### src/rtl/id_pkg.sv
// Shared decode definitions for the instruction-decode stage: opcodes,
// special instruction encodings, ID/EXE bus layout and decode helpers.
package id_pkg;

  localparam int unsigned XLEN        = 32;
  localparam int unsigned REG_AW      = 5;
  localparam int unsigned IF_ID_BUS_W = 64;

  // ID/EXE bus layout: valid, pc, inst, rs1_data, rs2_data, imm, rd
  localparam int unsigned ID_EXE_BUS_W     = 166;
  localparam int unsigned ID_EXE_VALID_BIT = 165;
  localparam int unsigned ID_EXE_PC_LSB    = 133;
  localparam int unsigned ID_EXE_INST_LSB  = 101;
  localparam int unsigned ID_EXE_RS1_LSB   = 69;
  localparam int unsigned ID_EXE_RS2_LSB   = 37;
  localparam int unsigned ID_EXE_IMM_LSB   = 5;
  localparam int unsigned ID_EXE_RD_LSB    = 0;

  localparam logic [XLEN-1:0] NOP_INST   = 32'h0000_0033;
  localparam logic [XLEN-1:0] ECALL_INST = 32'h0000_0073;

  localparam logic [6:0] OPC_LUI      = 7'b0110111;
  localparam logic [6:0] OPC_AUIPC    = 7'b0010111;
  localparam logic [6:0] OPC_JAL      = 7'b1101111;
  localparam logic [6:0] OPC_JALR     = 7'b1100111;
  localparam logic [6:0] OPC_BRANCH   = 7'b1100011;
  localparam logic [6:0] OPC_LOAD     = 7'b0000011;
  localparam logic [6:0] OPC_STORE    = 7'b0100011;
  localparam logic [6:0] OPC_OP_IMM   = 7'b0010011;
  localparam logic [6:0] OPC_OP       = 7'b0110011;
  localparam logic [6:0] OPC_MISC_MEM = 7'b0001111;
  localparam logic [6:0] OPC_SYSTEM   = 7'b1110011;

  typedef enum logic [2:0] {
    FMT_R,
    FMT_I,
    FMT_S,
    FMT_B,
    FMT_U,
    FMT_J,
    FMT_NONE
  } imm_fmt_e;

  typedef struct packed {
    logic            valid;
    logic [XLEN-1:0] inst;
    logic [XLEN-1:0] pc;
  } if_id_reg_t;

  typedef struct packed {
    logic              valid;
    logic [XLEN-1:0]   pc;
    logic [XLEN-1:0]   inst;
    logic [XLEN-1:0]   rs1_data;
    logic [XLEN-1:0]   rs2_data;
    logic [XLEN-1:0]   imm;
    logic [REG_AW-1:0] rd;
  } id_exe_bus_t;

  // Immediate format selected purely by opcode
  function automatic imm_fmt_e imm_fmt(input logic [6:0] opcode);
    imm_fmt_e fmt;
    fmt = FMT_NONE;
    case (opcode)
      OPC_OP:                                    fmt = FMT_R;
      OPC_LOAD, OPC_OP_IMM, OPC_JALR, OPC_SYSTEM: fmt = FMT_I;
      OPC_STORE:                                 fmt = FMT_S;
      OPC_BRANCH:                                fmt = FMT_B;
      OPC_LUI, OPC_AUIPC:                        fmt = FMT_U;
      OPC_JAL:                                   fmt = FMT_J;
      default:                                   fmt = FMT_NONE;
    endcase
    return fmt;
  endfunction

  // Opcodes that produce a register result (SYSTEM only for CSR forms)
  function automatic logic writes_rd(input logic [6:0] opcode, input logic [2:0] funct3);
    logic wr;
    wr = 1'b0;
    case (opcode)
      OPC_LUI, OPC_AUIPC, OPC_JAL, OPC_JALR,
      OPC_LOAD, OPC_OP_IMM, OPC_OP:       wr = 1'b1;
      OPC_SYSTEM:                          wr = (funct3 != 3'b000);
      default:                             wr = 1'b0;
    endcase
    return wr;
  endfunction

endpackage

### src/rtl/id_stage_regfile.sv
// 32x32 register file: two asynchronous read ports, one synchronous write
// port, x0 hard-wired to zero. Same-cycle write-to-read bypass when
// ID_BYPASS_EN is defined.
module regfile
  import id_pkg::*;
(
  input  logic              clk,
  input  logic              rst_n,
  input  logic [REG_AW-1:0] raddr1,
  input  logic [REG_AW-1:0] raddr2,
  output logic [XLEN-1:0]   rdata1,
  output logic [XLEN-1:0]   rdata2,
  input  logic              we,
  input  logic [REG_AW-1:0] waddr,
  input  logic [XLEN-1:0]   wdata
);

  localparam int unsigned NUM_REGS = 32;

  logic [XLEN-1:0] regs [NUM_REGS];

  // Write port; x0 is never written so it stays zero after reset
  always_ff @(posedge clk or negedge rst_n) begin
    if (!rst_n) begin
      regs <= '{default: '0};
    end else if (we && (waddr != '0)) begin
      regs[waddr] <= wdata;
    end
  end

  // Read port 1, optionally forwarding the in-flight write
  always_comb begin
    rdata1 = (raddr1 == '0) ? '0 : regs[raddr1];
`ifdef ID_BYPASS_EN
    if (we && (waddr != '0) && (waddr == raddr1)) begin
      rdata1 = wdata;
    end
`endif
  end

  // Read port 2, optionally forwarding the in-flight write
  always_comb begin
    rdata2 = (raddr2 == '0) ? '0 : regs[raddr2];
`ifdef ID_BYPASS_EN
    if (we && (waddr != '0) && (waddr == raddr2)) begin
      rdata2 = wdata;
    end
`endif
  end

endmodule

### src/rtl/id_stage.sv
// Instruction decode stage: IF/ID pipeline register, register-file read,
// immediate/rd decode, load-use and write-back hazard stall, ECALL detect.
// Optional macro ID_BYPASS_EN: forward same-cycle write-back data to the
// register reads instead of stalling on a write-back/read collision.
module id_stage
  import id_pkg::*;
(
  input  logic                    clk,
  input  logic                    rst_n,
  input  logic [IF_ID_BUS_W-1:0]  if_id_bus_in,
  input  logic                    flush_in,
  input  logic                    exe_load_flag,
  input  logic [REG_AW-1:0]       exe_rd,
  input  logic                    wb_we,
  input  logic [REG_AW-1:0]       wb_addr,
  input  logic [XLEN-1:0]         wb_data,
  output logic                    stall_out,
  output logic                    ecall_out,
  output logic [ID_EXE_BUS_W-1:0] id_exe_bus_out
);

  if_id_reg_t        if_id_q;
  logic [6:0]        opcode;
  logic [2:0]        funct3;
  logic [REG_AW-1:0] rs1;
  logic [REG_AW-1:0] rs2;
  logic [REG_AW-1:0] rd_field;
  imm_fmt_e          fmt;
  logic              rs1_used;
  logic              rs2_used;
  logic              load_use;
  logic              src_hazard;
  logic              issue;
  logic [XLEN-1:0]   rs1_data;
  logic [XLEN-1:0]   rs2_data;
  logic [XLEN-1:0]   imm;
  id_exe_bus_t       bus;

  // True when addr is nonzero and names a source the instruction reads
  function automatic logic src_match(input logic [REG_AW-1:0] addr,
                                     input logic [REG_AW-1:0] s1, input logic u1,
                                     input logic [REG_AW-1:0] s2, input logic u2);
    return (addr != '0) && ((u1 && (addr == s1)) || (u2 && (addr == s2)));
  endfunction

  // IF/ID register: flush squashes to an invalid NOP, stall holds
  always_ff @(posedge clk or negedge rst_n) begin
    if (!rst_n) begin
      if_id_q <= '{valid: 1'b0, inst: NOP_INST, pc: '0};
    end else if (flush_in) begin
      if_id_q.valid <= 1'b0;
      if_id_q.inst  <= NOP_INST;
    end else if (!stall_out) begin
      if_id_q <= '{valid: 1'b1,
                   inst:  if_id_bus_in[63:32],
                   pc:    if_id_bus_in[31:0]};
    end
  end

  assign opcode   = if_id_q.inst[6:0];
  assign funct3   = if_id_q.inst[14:12];
  assign rs1      = if_id_q.inst[19:15];
  assign rs2      = if_id_q.inst[24:20];
  assign rd_field = if_id_q.inst[11:7];
  assign fmt      = imm_fmt(opcode);

  // Source operand usage by instruction class
  always_comb begin
    rs1_used = !(opcode inside {OPC_LUI, OPC_AUIPC, OPC_JAL});
    rs2_used = (fmt inside {FMT_R, FMT_S, FMT_B});
  end

  // Load-use hazard against the load currently in EXE
  always_comb begin
    load_use = exe_load_flag && src_match(exe_rd, rs1, rs1_used, rs2, rs2_used);
  end

`ifdef ID_BYPASS_EN
  assign src_hazard = load_use;
`else
  logic wb_hazard;

  // Without forwarding, wait one cycle for the write-back to land
  always_comb begin
    wb_hazard = wb_we && src_match(wb_addr, rs1, rs1_used, rs2, rs2_used);
  end

  assign src_hazard = load_use || wb_hazard;
`endif

  assign stall_out = if_id_q.valid && !flush_in && src_hazard;
  assign issue     = if_id_q.valid && !flush_in && !stall_out;
  assign ecall_out = issue && (if_id_q.inst == ECALL_INST);

  regfile u_regfile (
    .clk    (clk),
    .rst_n  (rst_n),
    .raddr1 (rs1),
    .raddr2 (rs2),
    .rdata1 (rs1_data),
    .rdata2 (rs2_data),
    .we     (wb_we),
    .waddr  (wb_addr),
    .wdata  (wb_data)
  );

  // Immediate generation by format, sign-extended where applicable
  always_comb begin
    imm = '0;
    case (fmt)
      FMT_I: imm = {{20{if_id_q.inst[31]}}, if_id_q.inst[31:20]};
      FMT_S: imm = {{20{if_id_q.inst[31]}}, if_id_q.inst[31:25], if_id_q.inst[11:7]};
      FMT_B: imm = {{20{if_id_q.inst[31]}}, if_id_q.inst[7], if_id_q.inst[30:25],
                    if_id_q.inst[11:8], 1'b0};
      FMT_U: imm = {if_id_q.inst[31:12], 12'h000};
      FMT_J: imm = {{12{if_id_q.inst[31]}}, if_id_q.inst[19:12], if_id_q.inst[20],
                    if_id_q.inst[30:21], 1'b0};
      default: imm = '0;
    endcase
  end

  // ID/EXE payload: decoded instruction when issuing, otherwise a bubble
  always_comb begin
    bus = '{valid: 1'b0, pc: '0, inst: NOP_INST, rs1_data: '0,
            rs2_data: '0, imm: '0, rd: '0};
    if (issue) begin
      bus.valid    = 1'b1;
      bus.pc       = if_id_q.pc;
      bus.inst     = if_id_q.inst;
      bus.rs1_data = rs1_data;
      bus.rs2_data = rs2_data;
      bus.imm      = imm;
      bus.rd       = writes_rd(opcode, funct3) ? rd_field : '0;
    end
  end

  assign id_exe_bus_out = bus;

endmodule
### config.mk
export PLATFORM = sky130hd
export DESIGN_NAME = id_stage
export DESIGN_NICKNAME = d
export VERILOG_FILES = /design/src/rtl/id_pkg.sv /design/src/rtl/id_stage_regfile.sv /design/src/rtl/id_stage.sv
export SDC_FILE = /design/constraint.sdc
export NUM_CORES = 2
export LEC_CHECK = 0
export CAP_MARGIN = 10
export CORE_ASPECT_RATIO = 0.75
export CORE_MARGIN = 2
export CORE_UTILIZATION = 63
export CTS_BUF_LIST = sky130_fd_sc_hd__clkbuf_4 sky130_fd_sc_hd__clkbuf_8
export DETAILED_ROUTE_END_ITERATION = 16
export GPL_ROUTABILITY_DRIVEN = 0
export PLACE_DENSITY = 0.83
export SLEW_MARGIN = 25
export SYNTH_ARGS = -nofsm -noshare
export SYNTH_HDL_FRONTEND = slang
export SYNTH_SLANG_ARGS = --single-unit
### constraint.sdc
create_clock -name clk -period 3.88 [get_ports clk]
set_clock_uncertainty 0.2 [all_clocks]
set_input_delay 0.776 -clock clk [delete_from_list [all_inputs] [get_ports clk]]
set_output_delay 0.776 -clock clk [all_outputs]
set_load 0.05 [all_outputs]
==> summary.txt <==
Status
  • Outcome: finished, violations left
  • Failing checks: negative setup slack

CTS
  • TritonCTS clock tree: built
  • Clock Tree Buf Depth: 3
  • CTS root buf: clkbuf_8
  • Worst-path clk slew: 0.07 ns
  • Clk sinks: 1,089
  • Clock Latency Late Sink: 0.85 ns
  • Num CTS Buffers: 167
  • CTS H-Tree Depth: 4

Worst setup path
  • Critical Path RT: 2.90 ns
  • Register-to-Register Path Depth: 10
  • Crit Path Max Fanout: 15
  • Worst-path cell chain: buf_12 -> xnor2_1 -> nand3_1 -> nor3_2 -> a22o_1 -> a211o_4 -> buf_6 -> clkinv_8 -> buf_12 -> clkbuf_16 -> and2_4 -> buf_12
  • Critical path's largest stage delay: 0.57 ns
  • Top cell by count, worst path: buf_12
  • WP data arrival: 3.86 ns
  • Setup Crit Path Kind: reg -> out
  • R2r setup slk: 0.50 ns
  • CP startpoint kind: flip-flop
  • Crit path max-delay cell type: dfrtp_4
  • Critical Path Sink Type: output pin

Min path
  • WHS Path Cells: 0
  • Hold Path Class: reg -> reg

Placement
  • IO buf count: 278
  • Pre-CTS WS: -0.873 ns
  • HPWL after DPL: 115,000 um

Floorplan
  • Effective utilization at floorplan: 63.8%
  • Core area: 0.0916 mm2
  • Rows: 96
  • Ports: 279
  • Total Die Area: 0.0952 mm2
  • Die X: 356 um
  • Die Span Y: 268 um

Layout
  • Layout Area Growth over Synthesis: 26.5%
  • Final net count: 4,420
  • Layout Utilization: 80.7%
  • Share of post-route cells with drive strength above 1: 64.8%
  • Filler Cell Count: 4,217

STA
  • Count of final setup violators: 168
  • Min Tclk post-route: 4.84 ns
  • Worst Tran Pin Value: 1.14 ns
  • Max Fclk: 207 MHz
  • Final Cycle Share: 125%
  • Headroom to the max-slew limit: 23.8%
  • Fin worst setup slack: -0.961 ns
  • Final max-slew violation count: 0
  • Endpoints failing hold: 0
  • RSZ-0062 raised after global routing: true

Pwr
  • Lkg Pwr: 0.0311 uW
  • Power density cells: 467 mW/mm2
  • Peak supply drop: 0.000346 V

Yosys
  • Post-synth EDFFs: 0
  • Post-synth top area share: 46.5%
  • #FFs+latches synth: 1,089
  • Mapped Nets: 3,945
  • Adder-cell share of the synthesized area: 0.0214%
  • Multiplexer area fraction after synthesis: 44.4%
  • Cell with the most instances after synthesis: dfrtp_1
  • Largest family of logic cells by synthesized area: multiplexers
  • Simple-Gate Fraction of Synth Area: 3.20%
  • Synth warn: 0
  • Gate Count Post-Synth: 3,833
  • Synth Area in Compound Gates: 2.22%
  • Leading area contributor after synthesis: dfrtp_1
  • Post-synthesis area per instance: 15.2 um2
  • Commonest cells post-synth: dfrtp_1 (1,085), mux2_2 (1,030), mux4_2 (568)
  • Register area share after synthesis: 46.6%
  • Synth top area cells: dfrtp_1 (46%), mux4_2 (22%), mux2_2 (20%), mux2i_1 (1.9%), clkbuf_1 (1.8%)
  • Xor and xnor area share after synthesis: 0.315%
  • Post-Synthesis Cell Area: 0.0584 mm2
  • Synth Flop Type: dfrtp_1
  • Ys async rst share: 100%
  • Synth unique cells: 56

Drt
  • DRT iter0 DRCs: 5,935
  • Detailed-route via count: 42,899
  • Wirelength, routed: 212,000 um
  • Antenna Nets Post-Route: 0
  • Drt drc: 0
  • TritonRoute pass-1 iters: 7
  • Vias per std cell: 7.56
  • Wire per inst: 37.4 um

GRT
  • Global-route wire length before repair: 283,000 um
  • GRT overflow: 0
  • Initial antenna violation count: 12
  • GR Layer Usage met3: 13.9%
  • Vias in the first global route: 42,347
  • Largest net degree at the start of global routing: 100
  • Total Routing Usage GR: 40.6%
  • GRT busiest layer: met2
  • Met1 GRT Util: 54.6%
  • GR Layer Usage met2: 59.7%

Run
  • Max_cap viols: 0
==> final cells by class <==
| type | count | area, um2 | area share [%] |
|---|---|---|---|
| Antenna cell | 11 | 27.5 | 0.0372 |
| Clock buffer | 263 | 3280 | 4.43 |
| Clock inverter | 35 | 317 | 0.428 |
| Inverter | 4 | 27.5 | 0.0372 |
| Multi-Input combinational cell | 2301 | 31000 | 42.0 |
| Sequential cell | 1089 | 27300 | 36.9 |
| Tap cell | 1225 | 1530 | 2.07 |
| Timing Repair Buffer | 745 | 10400 | 14.1 |
==> path summary, 6_finish.rpt <==
| kind | start | endpoint |
|---|---|---|
| setup / recovery | if_id_q[53]$_DFFE_PN0P_ | id_exe_bus_out[127] |
| hold / removal | u_regfile.regs[1001]$_DFFE_PN0P_ | u_regfile.regs[1001]$_DFFE_PN0P_ |
| setup reg to reg | if_id_q[32]$_DFFE_PN1P_ | if_id_q[26]$_DFFE_PN0P_ |
| hold reg to reg | u_regfile.regs[1001]$_DFFE_PN0P_ | u_regfile.regs[1001]$_DFFE_PN0P_ |
| max in group asynchronous | rst_n | if_id_q[55]$_DFFE_PN0P_ |
| min in group asynchronous | rst_n | u_regfile.regs[609]$_DFFE_PN0P_ |
==> sequential cells by signal (all words and copies together) (netlist names) <==
signal          count
if_id_q            62
u_regfile.regs   1024
funct3              3
==> routing by layer <==
layer	up-vias	routed length (um)
met5	-	62
met4	10	15800
met3	1148	30400
met2	3838	94100
met1	22147	72100
li1	15756	-
==> critical path, delay by kind of cell (launching register included) <==
family | cells | cell delay (ns)
flip-flops | 1 | 0.57
AND/OR/NAND/NOR | 3 | 0.69
XOR/XNOR | 1 | 0.25
buffers and inverters | 6 | 0.91
AO/OA/AOI/OAI | 2 | 0.56
==> power breakdown <==
part | internal [uW] | switching (uW) | total [uW]
Clock | 5590 | 4910 | 10500
Sequential | 13500 | 1860 | 15300
Combinational | 4990 | 3710 | 8700
==> cell families after synthesis <==
logic type	count (synthesis)
DFF	1089
adders and majority gates	1
muxes	1737
buffers and inverters	444
and+or+nand+nor	365
AOI/OAI and AO/OA	176
xor gates and xnor gates	21
==> timing repair <==
item / in CTS / in global routing
endpoints found under the hold margin: 41 / 0
setup buffers: 33 / 83
pin swaps: 43 / 55
endpoints found under the setup margin: 168 / 168
gates resized for setup: 194 / 207
cloned: 10 / 31
hold buffers: 1 / 0
==> cells in the final DEF, fill, tap and decap left out, types with 22 or more instances in the layout <==
| master | count |
|---|---|
| clkbuf_4 | 55 |
| buf_12 | 260 |
| mux2_4 | 30 |
| clkbuf_16 | 26 |
| buf_16 | 28 |
| clkdlybuf4s50_1 | 97 |
| clkbuf_8 | 208 |
| nor2_1 | 22 |
| buf_6 | 46 |
| mux4_2 | 568 |
| mux2_2 | 1030 |
| buf_4 | 254 |
| nand2_1 | 82 |
| nor2_4 | 47 |
| dfrtp_1 | 1075 |
| and2_4 | 62 |
| mux2i_1 | 106 |
==> through the flow <==
stage	power (uW)	hold slack (ns)	cells	setup TNS [ns]	area (um2)
2_1_floorplan	20000	0.241	3833	-8.88	58800
3_3_place_gp	22400	0.177	5213	-93.37	66700
3_5_place_dp	22900	0.184	5213	-100.21	66700
4_1_cts	33400	0.200	5554	-97.69	71700
5_1_grt	35400	0.205	5666	-132.06	73900
6_report	34500	0.197	5673	-130.31	73900
Note: power is estimated with default switching activity, not from simulation.
